--- src/rtl/axi4_lite_defs.sv ---
// Shared definitions for the AXI4-Lite register-file port: response codes,
// register-file geometry and the write/read FSM state encodings.
package axi4_lite_defs;

  localparam logic [1:0] RESP_OKAY   = 2'b00;
  localparam logic [1:0] RESP_SLVERR = 2'b10;

  localparam int RF_AW = 4;
  localparam int DW    = 32;

  typedef enum logic [1:0] {
    W_IDLE  = 2'd0,
    W_ISSUE = 2'd1,
    W_RESP  = 2'd2
  } wstate_e;

  typedef enum logic [1:0] {
    R_IDLE = 2'd0,
    R_WAIT = 2'd1,
    R_RESP = 2'd2
  } rstate_e;

endpackage

--- src/rtl/axi4_lite_rf_port.sv ---
// AXI4-Lite slave that turns each write/read transaction into a single-cycle
// register-file request. Write and read channels are independent FSMs.
module axi4_lite_rf_port
  import axi4_lite_defs::*;
#(
  parameter int ADDR_WIDTH = 8,
  parameter int RD_LATENCY = 1
) (
  input  logic                  clk0,
  input  logic                  reset,
  input  logic [ADDR_WIDTH-1:0] s_axi_awaddr,
  input  logic                  s_axi_awvalid,
  output logic                  s_axi_awready,
  input  logic [DW-1:0]         s_axi_wdata,
  input  logic [3:0]            s_axi_wstrb,
  input  logic                  s_axi_wvalid,
  output logic                  s_axi_wready,
  output logic [1:0]            s_axi_bresp,
  output logic                  s_axi_bvalid,
  input  logic                  s_axi_bready,
  input  logic [ADDR_WIDTH-1:0] s_axi_araddr,
  input  logic                  s_axi_arvalid,
  output logic                  s_axi_arready,
  output logic [DW-1:0]         s_axi_rdata,
  output logic [1:0]            s_axi_rresp,
  output logic                  s_axi_rvalid,
  input  logic                  s_axi_rready,
  output logic                  wr_en,
  output logic [RF_AW-1:0]      wr_addr,
  output logic [DW-1:0]         wr_data,
  output logic                  rd_en,
  output logic [RF_AW-1:0]      rd_addr,
  input  logic [DW-1:0]         rd_data
);

  localparam logic [1:0] LAT = 2'(RD_LATENCY);

  function automatic logic out_of_range(input logic [ADDR_WIDTH-1:0] a);
    return (a >> 6) != '0;
  endfunction

  // Byte-offset bits never reach the register file.
  logic unused_addr_lsbs;
  assign unused_addr_lsbs = ^{s_axi_awaddr[1:0], s_axi_araddr[1:0]};

  // ---------------- write channel ----------------
  wstate_e          w_q, w_d;
  logic             aw_got_q, aw_got_d, w_got_q, w_got_d;
  logic [RF_AW-1:0] aw_idx_q, aw_idx_d;
  logic             aw_oor_q, aw_oor_d;
  logic [DW-1:0]    wdat_q, wdat_d;
  logic             wfull_q, wfull_d;
  logic             awready_q, awready_d, wready_q, wready_d;
  logic             bvalid_q, bvalid_d;
  logic [1:0]       bresp_q, bresp_d;
  logic             wr_en_q, wr_en_d;
  logic [RF_AW-1:0] wr_addr_q, wr_addr_d;
  logic [DW-1:0]    wr_data_q, wr_data_d;
  logic             w_ok;

  always_comb begin
    w_d       = w_q;
    aw_got_d  = aw_got_q;
    w_got_d   = w_got_q;
    aw_idx_d  = aw_idx_q;
    aw_oor_d  = aw_oor_q;
    wdat_d    = wdat_q;
    wfull_d   = wfull_q;
    bvalid_d  = bvalid_q;
    bresp_d   = bresp_q;
    wr_en_d   = 1'b0;
    wr_addr_d = wr_addr_q;
    wr_data_d = wr_data_q;
    w_ok      = 1'b0;
    case (w_q)
      W_IDLE: begin
        if (s_axi_awvalid && awready_q) begin
          aw_got_d = 1'b1;
          aw_idx_d = s_axi_awaddr[5:2];
          aw_oor_d = out_of_range(s_axi_awaddr);
        end
        if (s_axi_wvalid && wready_q) begin
          w_got_d = 1'b1;
          wdat_d  = s_axi_wdata;
          wfull_d = (s_axi_wstrb == 4'hF);
        end
        if (aw_got_d && w_got_d) begin
          w_ok     = !aw_oor_d && wfull_d;
          w_d      = W_ISSUE;
          aw_got_d = 1'b0;
          w_got_d  = 1'b0;
          wr_en_d  = w_ok;
          bresp_d  = w_ok ? RESP_OKAY : RESP_SLVERR;
          if (w_ok) begin
            wr_addr_d = aw_idx_d;
            wr_data_d = wdat_d;
          end
        end
      end
      W_ISSUE: begin
        w_d      = W_RESP;
        bvalid_d = 1'b1;
      end
      W_RESP: begin
        if (s_axi_bready) begin
          w_d      = W_IDLE;
          bvalid_d = 1'b0;
        end
      end
      default: w_d = W_IDLE;
    endcase
    // Ready is registered so it reads 0 while reset is held.
    awready_d = (w_d == W_IDLE) && !aw_got_d;
    wready_d  = (w_d == W_IDLE) && !w_got_d;
  end

  always_ff @(posedge clk0) begin
    if (reset) begin
      w_q       <= W_IDLE;
      aw_got_q  <= 1'b0;
      w_got_q   <= 1'b0;
      aw_idx_q  <= '0;
      aw_oor_q  <= 1'b0;
      wdat_q    <= '0;
      wfull_q   <= 1'b0;
      awready_q <= 1'b0;
      wready_q  <= 1'b0;
      bvalid_q  <= 1'b0;
      bresp_q   <= RESP_OKAY;
      wr_en_q   <= 1'b0;
      wr_addr_q <= '0;
      wr_data_q <= '0;
    end else begin
      w_q       <= w_d;
      aw_got_q  <= aw_got_d;
      w_got_q   <= w_got_d;
      aw_idx_q  <= aw_idx_d;
      aw_oor_q  <= aw_oor_d;
      wdat_q    <= wdat_d;
      wfull_q   <= wfull_d;
      awready_q <= awready_d;
      wready_q  <= wready_d;
      bvalid_q  <= bvalid_d;
      bresp_q   <= bresp_d;
      wr_en_q   <= wr_en_d;
      wr_addr_q <= wr_addr_d;
      wr_data_q <= wr_data_d;
    end
  end

  // ---------------- read channel ----------------
  rstate_e          r_q, r_d;
  logic             arready_q, arready_d;
  logic             rvalid_q, rvalid_d;
  logic [DW-1:0]    rdata_q, rdata_d;
  logic [1:0]       rresp_q, rresp_d;
  logic             rd_en_q, rd_en_d;
  logic [RF_AW-1:0] rd_addr_q, rd_addr_d;
  logic             rerr_q, rerr_d;
  logic [1:0]       cnt_q, cnt_d;

  always_comb begin
    r_d       = r_q;
    rvalid_d  = rvalid_q;
    rdata_d   = rdata_q;
    rresp_d   = rresp_q;
    rd_en_d   = 1'b0;
    rd_addr_d = rd_addr_q;
    rerr_d    = rerr_q;
    cnt_d     = cnt_q;
    case (r_q)
      R_IDLE: begin
        if (s_axi_arvalid && arready_q) begin
          r_d    = R_WAIT;
          rerr_d = out_of_range(s_axi_araddr);
          cnt_d  = LAT;
          if (!out_of_range(s_axi_araddr)) begin
            rd_en_d   = 1'b1;
            rd_addr_d = s_axi_araddr[5:2];
          end
        end
      end
      R_WAIT: begin
        // cnt starts at RD_LATENCY in the rd_en cycle, so zero lands on valid rd_data.
        if (cnt_q == 2'd0) begin
          r_d      = R_RESP;
          rvalid_d = 1'b1;
          rdata_d  = rerr_q ? '0 : rd_data;
          rresp_d  = rerr_q ? RESP_SLVERR : RESP_OKAY;
        end else begin
          cnt_d = cnt_q - 2'd1;
        end
      end
      R_RESP: begin
        if (s_axi_rready) begin
          r_d      = R_IDLE;
          rvalid_d = 1'b0;
        end
      end
      default: r_d = R_IDLE;
    endcase
    arready_d = (r_d == R_IDLE);
  end

  always_ff @(posedge clk0) begin
    if (reset) begin
      r_q       <= R_IDLE;
      arready_q <= 1'b0;
      rvalid_q  <= 1'b0;
      rdata_q   <= '0;
      rresp_q   <= RESP_OKAY;
      rd_en_q   <= 1'b0;
      rd_addr_q <= '0;
      rerr_q    <= 1'b0;
      cnt_q     <= '0;
    end else begin
      r_q       <= r_d;
      arready_q <= arready_d;
      rvalid_q  <= rvalid_d;
      rdata_q   <= rdata_d;
      rresp_q   <= rresp_d;
      rd_en_q   <= rd_en_d;
      rd_addr_q <= rd_addr_d;
      rerr_q    <= rerr_d;
      cnt_q     <= cnt_d;
    end
  end

  assign s_axi_awready = awready_q;
  assign s_axi_wready  = wready_q;
  assign s_axi_bvalid  = bvalid_q;
  assign s_axi_bresp   = bresp_q;
  assign s_axi_arready = arready_q;
  assign s_axi_rvalid  = rvalid_q;
  assign s_axi_rdata   = rdata_q;
  assign s_axi_rresp   = rresp_q;
  assign wr_en         = wr_en_q;
  assign wr_addr       = wr_addr_q;
  assign wr_data       = wr_data_q;
  assign rd_en         = rd_en_q;
  assign rd_addr       = rd_addr_q;

endmodule
--- config.mk ---
export PLATFORM = sky130hd
export DESIGN_NAME = axi4_lite_rf_port
export DESIGN_NICKNAME = d
export VERILOG_FILES = /design/src/rtl/axi4_lite_defs.sv /design/src/rtl/axi4_lite_rf_port.sv
export SDC_FILE = /design/constraint.sdc
export NUM_CORES = 1
export LEC_CHECK = 0
export ABC_AREA = 1
export BUFFER_PORTS_ARGS = -buffer_cell sky130_fd_sc_hd__buf_2
export CORE_ASPECT_RATIO = 1.2
export CORE_MARGIN = 3
export CORE_UTILIZATION = 45
export DETAILED_ROUTE_END_ITERATION = 16
export MAX_ROUTING_LAYER = met4
export PLACE_DENSITY = 0.69
export SLEW_MARGIN = 0
export SYNTH_ARGS = -nofsm -noshare
export SYNTH_HDL_FRONTEND = slang
export SYNTH_SLANG_ARGS = --single-unit
--- constraint.sdc ---
create_clock -name clk0 -period 1.8 [get_ports clk0]
set_clock_uncertainty 0.1 [all_clocks]
set_input_delay 0.27 -clock clk0 [delete_from_list [all_inputs] [get_ports clk0]]
set_output_delay 0.27 -clock clk0 [all_outputs]
set_load 0.01 [all_outputs]
==> impl_metrics.yaml, run 1 <==
floorplan:
  core_area_sq_um: 11200
  die-area_sq_um: 13100
  num_io_pins: 174
  die_w_microns: 105
  die_y_microns: 125
  initial_utilization_pct: 47.0
  rows: 42
synthesis:
  synth_edf_count: 0
  synth_top_family_by_area: "simple AND/OR/NAND/NOR gates"
  synth_top_area_cell: "dfxtp_1"
  synthFlopType: "dfxtp_1"
  synth.mux.area_fraction_pct: 0
  synth-simple-area-share_pct: 24.5
  synth-compound-area-share_pct: 15.3
  synth_common_cells: "137 x nand2_1, 128 x dfxtp_1, 81 x inv_1"
  netlist_instances: 680
  synth-seq-cells: 128
  synthXorXnorAreaFrac_pct: 0
  synth.distinct_cells: 29
  ys_top_cells_by_area: "dfxtp_1 48%, nand2_1 9.7%, o21ai_0 6.6%"
  synthAdderAreaFrac_pct: 0.237
  syn_area_per_cell_sq_um: 7.78
  yosysWarnings: 0
  async_flop_share_pct: 0
  ys_seq_area_share_pct: 48.5
  synth_top_area_share_pct: 48.5
  synth_area_sq_um: 5290
  synth_most_common_cell: "nand2_1"
worst_hold_path:
  min_path_type: "input pin to flop"
placed_design:
  hpwl_microns: 8780
  numPortBuffers: 167
  gp_congestion: 0.811
routing:
  vias: 5081
  vias_per_cell: 4.90
  first_iter_violations: 217
  antenna_left: 0
  drt_pass1_iterations: 5
  route.detailed.drc: 0
  wl_per_cell_microns: 13.0
  wl_microns: 13500
pwr:
  peakVddDrop_mv: 0.551
  leakage_nw: 3.56
  power_mw: 7.19
  p_per_area_nw_per_um2: 1010
setup_path:
  cp_data_arrival_time_ns: 1.87
  endpoint_kind: "flop"
  worstSetupPathType: "flop to flop"
  slowest_stage: "dfxtp_1"
  crit_path_start_kind: "flop"
  crit_buf_inv: 1
  max_stage_delay_ns: 0.46
  cp.required_ns: 2.04
  crit_chain: "nand2_4 -> nand2_4 -> nand3_2 -> nor2_8 -> buf_12 -> nand3_1 -> nand2_1"
  cp_top_family: "simple AND/OR/NAND/NOR gates"
  critical_path.most_common_cell: "nand2_4"
  worstPathMaxFanout: 19
global_route:
  gr-total-overflow: 0
  grt_pass1_vias: 5016
  grt_pass1_wl_microns: 22600
  grt_max_degree: 52
  grtUsageTotal_pct: 21.4
  antenna_found_initial: 0
sta:
  period_minus_slack_ns: 1.63
  rsz0062_at_grt: "no"
  hold_slack_ns: 0.0108
  slew_violations: 0
  final_hold_viol_count: 0
  setup_tns_ns: 0
  fmax_ghz: 0.615
  setup_violations: 0
  min_period_over_period_pct: 90.3
clocking:
  cts_root_buffer: "clkbuf_16"
  cts_tree: "built"
  cts_setup_buffers: 0
  clk-insertion-delay-late_ns: 0.40
  clk_pin_slew_ns: 0.05
  cts.sinks: 128
  htreeDepth: 4
  cts_buffer_depth: 2
  cts_made_buffers: 17
flow_run:
  timing.max_cap.violations: 0
layout:
  diodes: 0
  nFillCells: 1004
  syn_to_final_growth_pct: 34.5
  num-nets-final: 961
  drive_gt1_share_pct: 27.9
run_status:
  status: "finished clean"
worst register-to-register path, cell delays in order (launching register included):
cell and delay, ns:
dfxtp_1 0.46, nand2_4 0.14, nand2_4 0.10, nand3_2 0.16, nor2_8 0.24, buf_12 0.19, nand3_1 0.09, nand2_1 0.08
cells by family (layout without fill, tap and decap cells):
kind of cell,count (synthesis),count (layout)
other,1,2
buffers and inverters,129,330
and+or+nand+nor,274,274
adders and majority gates,1,1
DFF,128,128
AOI/OAI and AO/OA,147,147
timing repair:
item	CTS	global route
resized for setup	0	0
hold buffers	31	0
endpoints found under the hold margin	31	0
power breakdown:
group	leakage, nW	internal [mW]	total (mW)	switching, mW
Sequential	1.04	3.00	3.06	0.0678
Clock	0.272	2.00	3.21	1.21
Combinational	2.24	0.366	0.916	0.549
Total	3.56	5.36	7.19	1.83
path summary, 6_finish.rpt:
path / startpoint / endpoint / slack, ns / cells after the start
worst max-delay path: s_axi_awready / wr_data[25] / 0.17 / 7
worst min-delay path: rd_data[16] / s_axi_rdata[16] / 0.01 / 3
worst max register to register: s_axi_awready / wr_data[25] / 0.17 / 7
worst min register to register: wr_data[16] / wr_data[16] / 0.35 / 2
state kept, by name, summed over array words and instances (netlist names), 2 cells and up:
register / count
aw_idx_q: 4
cnt_q: 2
r_q: 2
rd_addr: 4
s_axi_rdata: 32
w_q: 2
wdat_q: 32
wr_addr: 4
wr_data: 32
per-layer routing:
| metal | share of wire [%] | vias to the layer above | global-route usage (%) |
|---|---|---|---|
| met3 | 6.9 | 20 | 5.34 |
| li1 | - | 2576 | - |
| met1 | 43 | 2292 | 24.9 |
| met2 | 48 | 193 | 35.1 |
| met4 | 1.8 | 0 | 8.88 |
| met5 | 0 | - | - |
stage by stage:
step                instances  worst slack, ns  instance area [sq um]  util (%)
floorplan                 681            0.325                   5290         -
global placement          973            0.217                   6240      55.5
detailed placement        973            0.164                   6240      55.5
CTS                      1036            0.170                   7110      63.3
global route             1036           0.0403                   7110      63.3
finish                   1036            0.174                   7110      63.3
cell usage in the layout (no fill, tap or decap), types with 3 or more instances in the layout:
cell type / count
a21oi_1: 51
a22oi_1: 20
buf_12: 7
buf_2: 167
buf_4: 9
clkbuf_16: 17
clkbuf_8: 3
clkinv_2: 5
clkinvlp_4: 3
dfxtp_1: 128
dlygate4sd3_1: 31
inv_1: 80
inv_2: 4
nand2_1: 137
nand3_1: 64
nand3_2: 22
nor2_1: 42
o21ai_0: 70
cell type report:
cell class	count	area, sq um	share of cell area [%]
clock buffers	22	474	6.67
inverters	84	315	4.43
clock inverters	10	86.3	1.21
multi-input cells	424	2130	29.9
well taps	154	193	2.71
repair buffers	214	1350	19.0
flip-flops and latches	128	2560	36.0
(Power assumes the default switching activity.)
==> run 2, diff against run 1 <==
- BUFFER_PORTS_ARGS: -buffer_cell sky130_fd_sc_hd__buf_2 -> -buffer_cell sky130_fd_sc_hd__buf_4
- MAX_ROUTING_LAYER: met4 -> not set
==> run 2 against run 1 <==
  * Sequential share of layout area is 2.0 points lower
  * Critical path type unchanged
  * Clock power is 12% higher
  * Critical path depth is 1 higher
  * Flip-flop and latch count stayed put
==> impl_metrics.yaml, run 2 (synthesis gave the netlist of run 1 again) <==
flow_run:
  timing.max_cap.violations: 0
sta:
  fmax_ghz: 0.631
  min_period_over_period_pct: 88.1
  setup_tns_ns: 0
  slew_violations: 0
  rsz0062_at_grt: "no"
  setup_violations: 0
  period_minus_slack_ns: 1.59
  final_hold_viol_count: 0
routing:
  route.detailed.drc: 0
  vias: 5036
  antenna_left: 0
  wl_per_cell_microns: 13.3
  first_iter_violations: 145
  drt_pass1_iterations: 4
  vias_per_cell: 4.89
  wl_microns: 13700
clocking:
  cts_setup_buffers: 0
  cts_buffer_depth: 2
  htreeDepth: 4
  cts_root_buffer: "clkbuf_16"
  cts.sinks: 128
  clk_pin_slew_ns: 0.06
  cts_tree: "built"
  clk-insertion-delay-late_ns: 0.41
  cts_made_buffers: 17
floorplan:
  die_w_microns: 105
  initial_utilization_pct: 47.0
  die_y_microns: 125
  rows: 42
  num_io_pins: 174
  core_area_sq_um: 11200
  die-area_sq_um: 13100
pwr:
  sequentialPowerShare_pct: 40.2
  internal_power_mw: 5.78
  peakVddDrop_mv: 0.662
  leakage_nw: 3.63
  combPwrFrac_pct: 12.8
  swShare_pct: 24.2
  p_per_area_nw_per_um2: 1010
  netSwitchingPower_mw: 1.85
  p_clk_share_pct: 46.9
setup_path:
  cp_data_arrival_time_ns: 1.79
  endpoint: "wr_data[5]"
  endpoint_kind: "flop"
  r2r_end: "wr_data[5]"
  rr_worst_depth: 8
  rr_startpoint: "s_axi_awready"
  worstPathMaxFanout: 27
  crit_path_start: "s_axi_awready"
  crit_path_start_kind: "flop"
  r2r_setup_slack_ns: 0.21
  cp.required_ns: 2.00
  worstSetupPathType: "flop to flop"
layout:
  syn_to_final_growth_pct: 42.3
  fin_cells: 1029
  final_common_cell: "buf_4"
  num-nets-final: 954
  final_cell_mix: "177 x buf_4, 137 x nand2_1, 128 x dfxtp_1"
  diodes: 0
  drive_gt1_share_pct: 28.3
  nFillCells: 1002
run_status:
  status: "finished clean"
placed_design:
  hpwl_microns: 9010
  gp_congestion: 0.745
  dpl.cell_count: 974
  numPortBuffers: 167
global_route:
  grt_pass1_wl_microns: 22600
  grt_pass1_vias: 4985
  antenna_found_initial: 0
  grt_max_degree: 51
  grtUsageTotal_pct: 20.8
  gr-total-overflow: 0
worst_hold_path:
  min_path_type: "input pin to flop"
-- run 2: changes by cell type in the layout (fill, tap and decap cells not counted), sizes merged --
cell / delta
buf: +1
bufinv: +2
clkbuf: +1
clkinv: -2
clkinvlp: -1
dlygate4sd3: -8
-- run 2: critical path: stages (launching register included) --
cell and delay (ns):
dfxtp_1 0.46, nand2_4 0.14, nand2_2 0.10, inv_2 0.03, nor2_1 0.14, nand3_2 0.13, buf_12 0.19, nand3_1 0.10
nand2_1 0.06
-- run 2: layout make-up --
cell class,instances,area [sq um],area share (%)
Multi-Input combinational cell,424,2130,28.3
Clock buffer,23,498,6.62
Sequential cell,128,2560,34.1
Clock inverter,9,129,1.71
Inverter,84,315,4.19
Tap cell,154,193,2.56
Timing Repair Buffer,207,1700,22.6
-- run 2: worst min path at each step --
stage          depth (start not counted)              to       startpoint  slack [ns]
2_1_floorplan                          2      rd_addr[0]  s_axi_araddr[2]        0.27
3_3_place_gp                           2     wr_data[17]      wr_data[17]        0.35
3_5_place_dp                           2     wr_data[17]      wr_data[17]        0.35
4_1_cts                                3  s_axi_rdata[5]       rd_data[5]      0.0005
5_1_grt                                3  s_axi_rdata[5]       rd_data[5]        0.01
6_report                               3  s_axi_rdata[5]       rd_data[5]        0.01
-- run 2: what timing repair did --
| action | 4_1_cts | 5_1_grt |
|---|---|---|
| hold buffers | 23 | 0 |
| resized for setup | 0 | 0 |
| endpoints found under the hold margin | 23 | 0 |
-- run 2: routing by layer --
layer	up-vias	track usage, %	part of all wire [%]	routed length, microns
met2	159	36.8	50	6850
met5	-	0	0	0
met4	0	7.10	1.4	193
met1	2294	22.9	41	5610
met3	17	7.36	7.5	1020
li1	2566	-	-	-
-- run 2: metrics by stage --
| step | hold slack [ns] | util, % | instance area, sq um | worst slack (ns) | power (mW) |
|---|---|---|---|---|---|
| floorplan | 0.273 | - | 5290 | 0.325 | 3.69 |
| global placement | 0.346 | 59.3 | 6670 | 0.318 | 4.02 |
| detailed placement | 0.352 | 59.3 | 6670 | 0.275 | 4.06 |
| CTS | 0.000540 | 66.9 | 7520 | 0.239 | 7.69 |
| global route | 0.00997 | 66.9 | 7520 | 0.0947 | 7.97 |
| finish | 0.0134 | 66.9 | 7520 | 0.215 | 7.63 |
-- run 2: power groups by stage --
stage / logic, mW / clock network, mW / registers [mW]
final: 0.979 / 3.58 / 3.07
after global routing: 1.11 / 3.78 / 3.08
after CTS: 0.981 / 3.64 / 3.07
after detailed placement: 0.930 / 0 / 3.12
after global placement: 0.900 / 0 / 3.12
after floorplan: 0.552 / 0 / 3.13
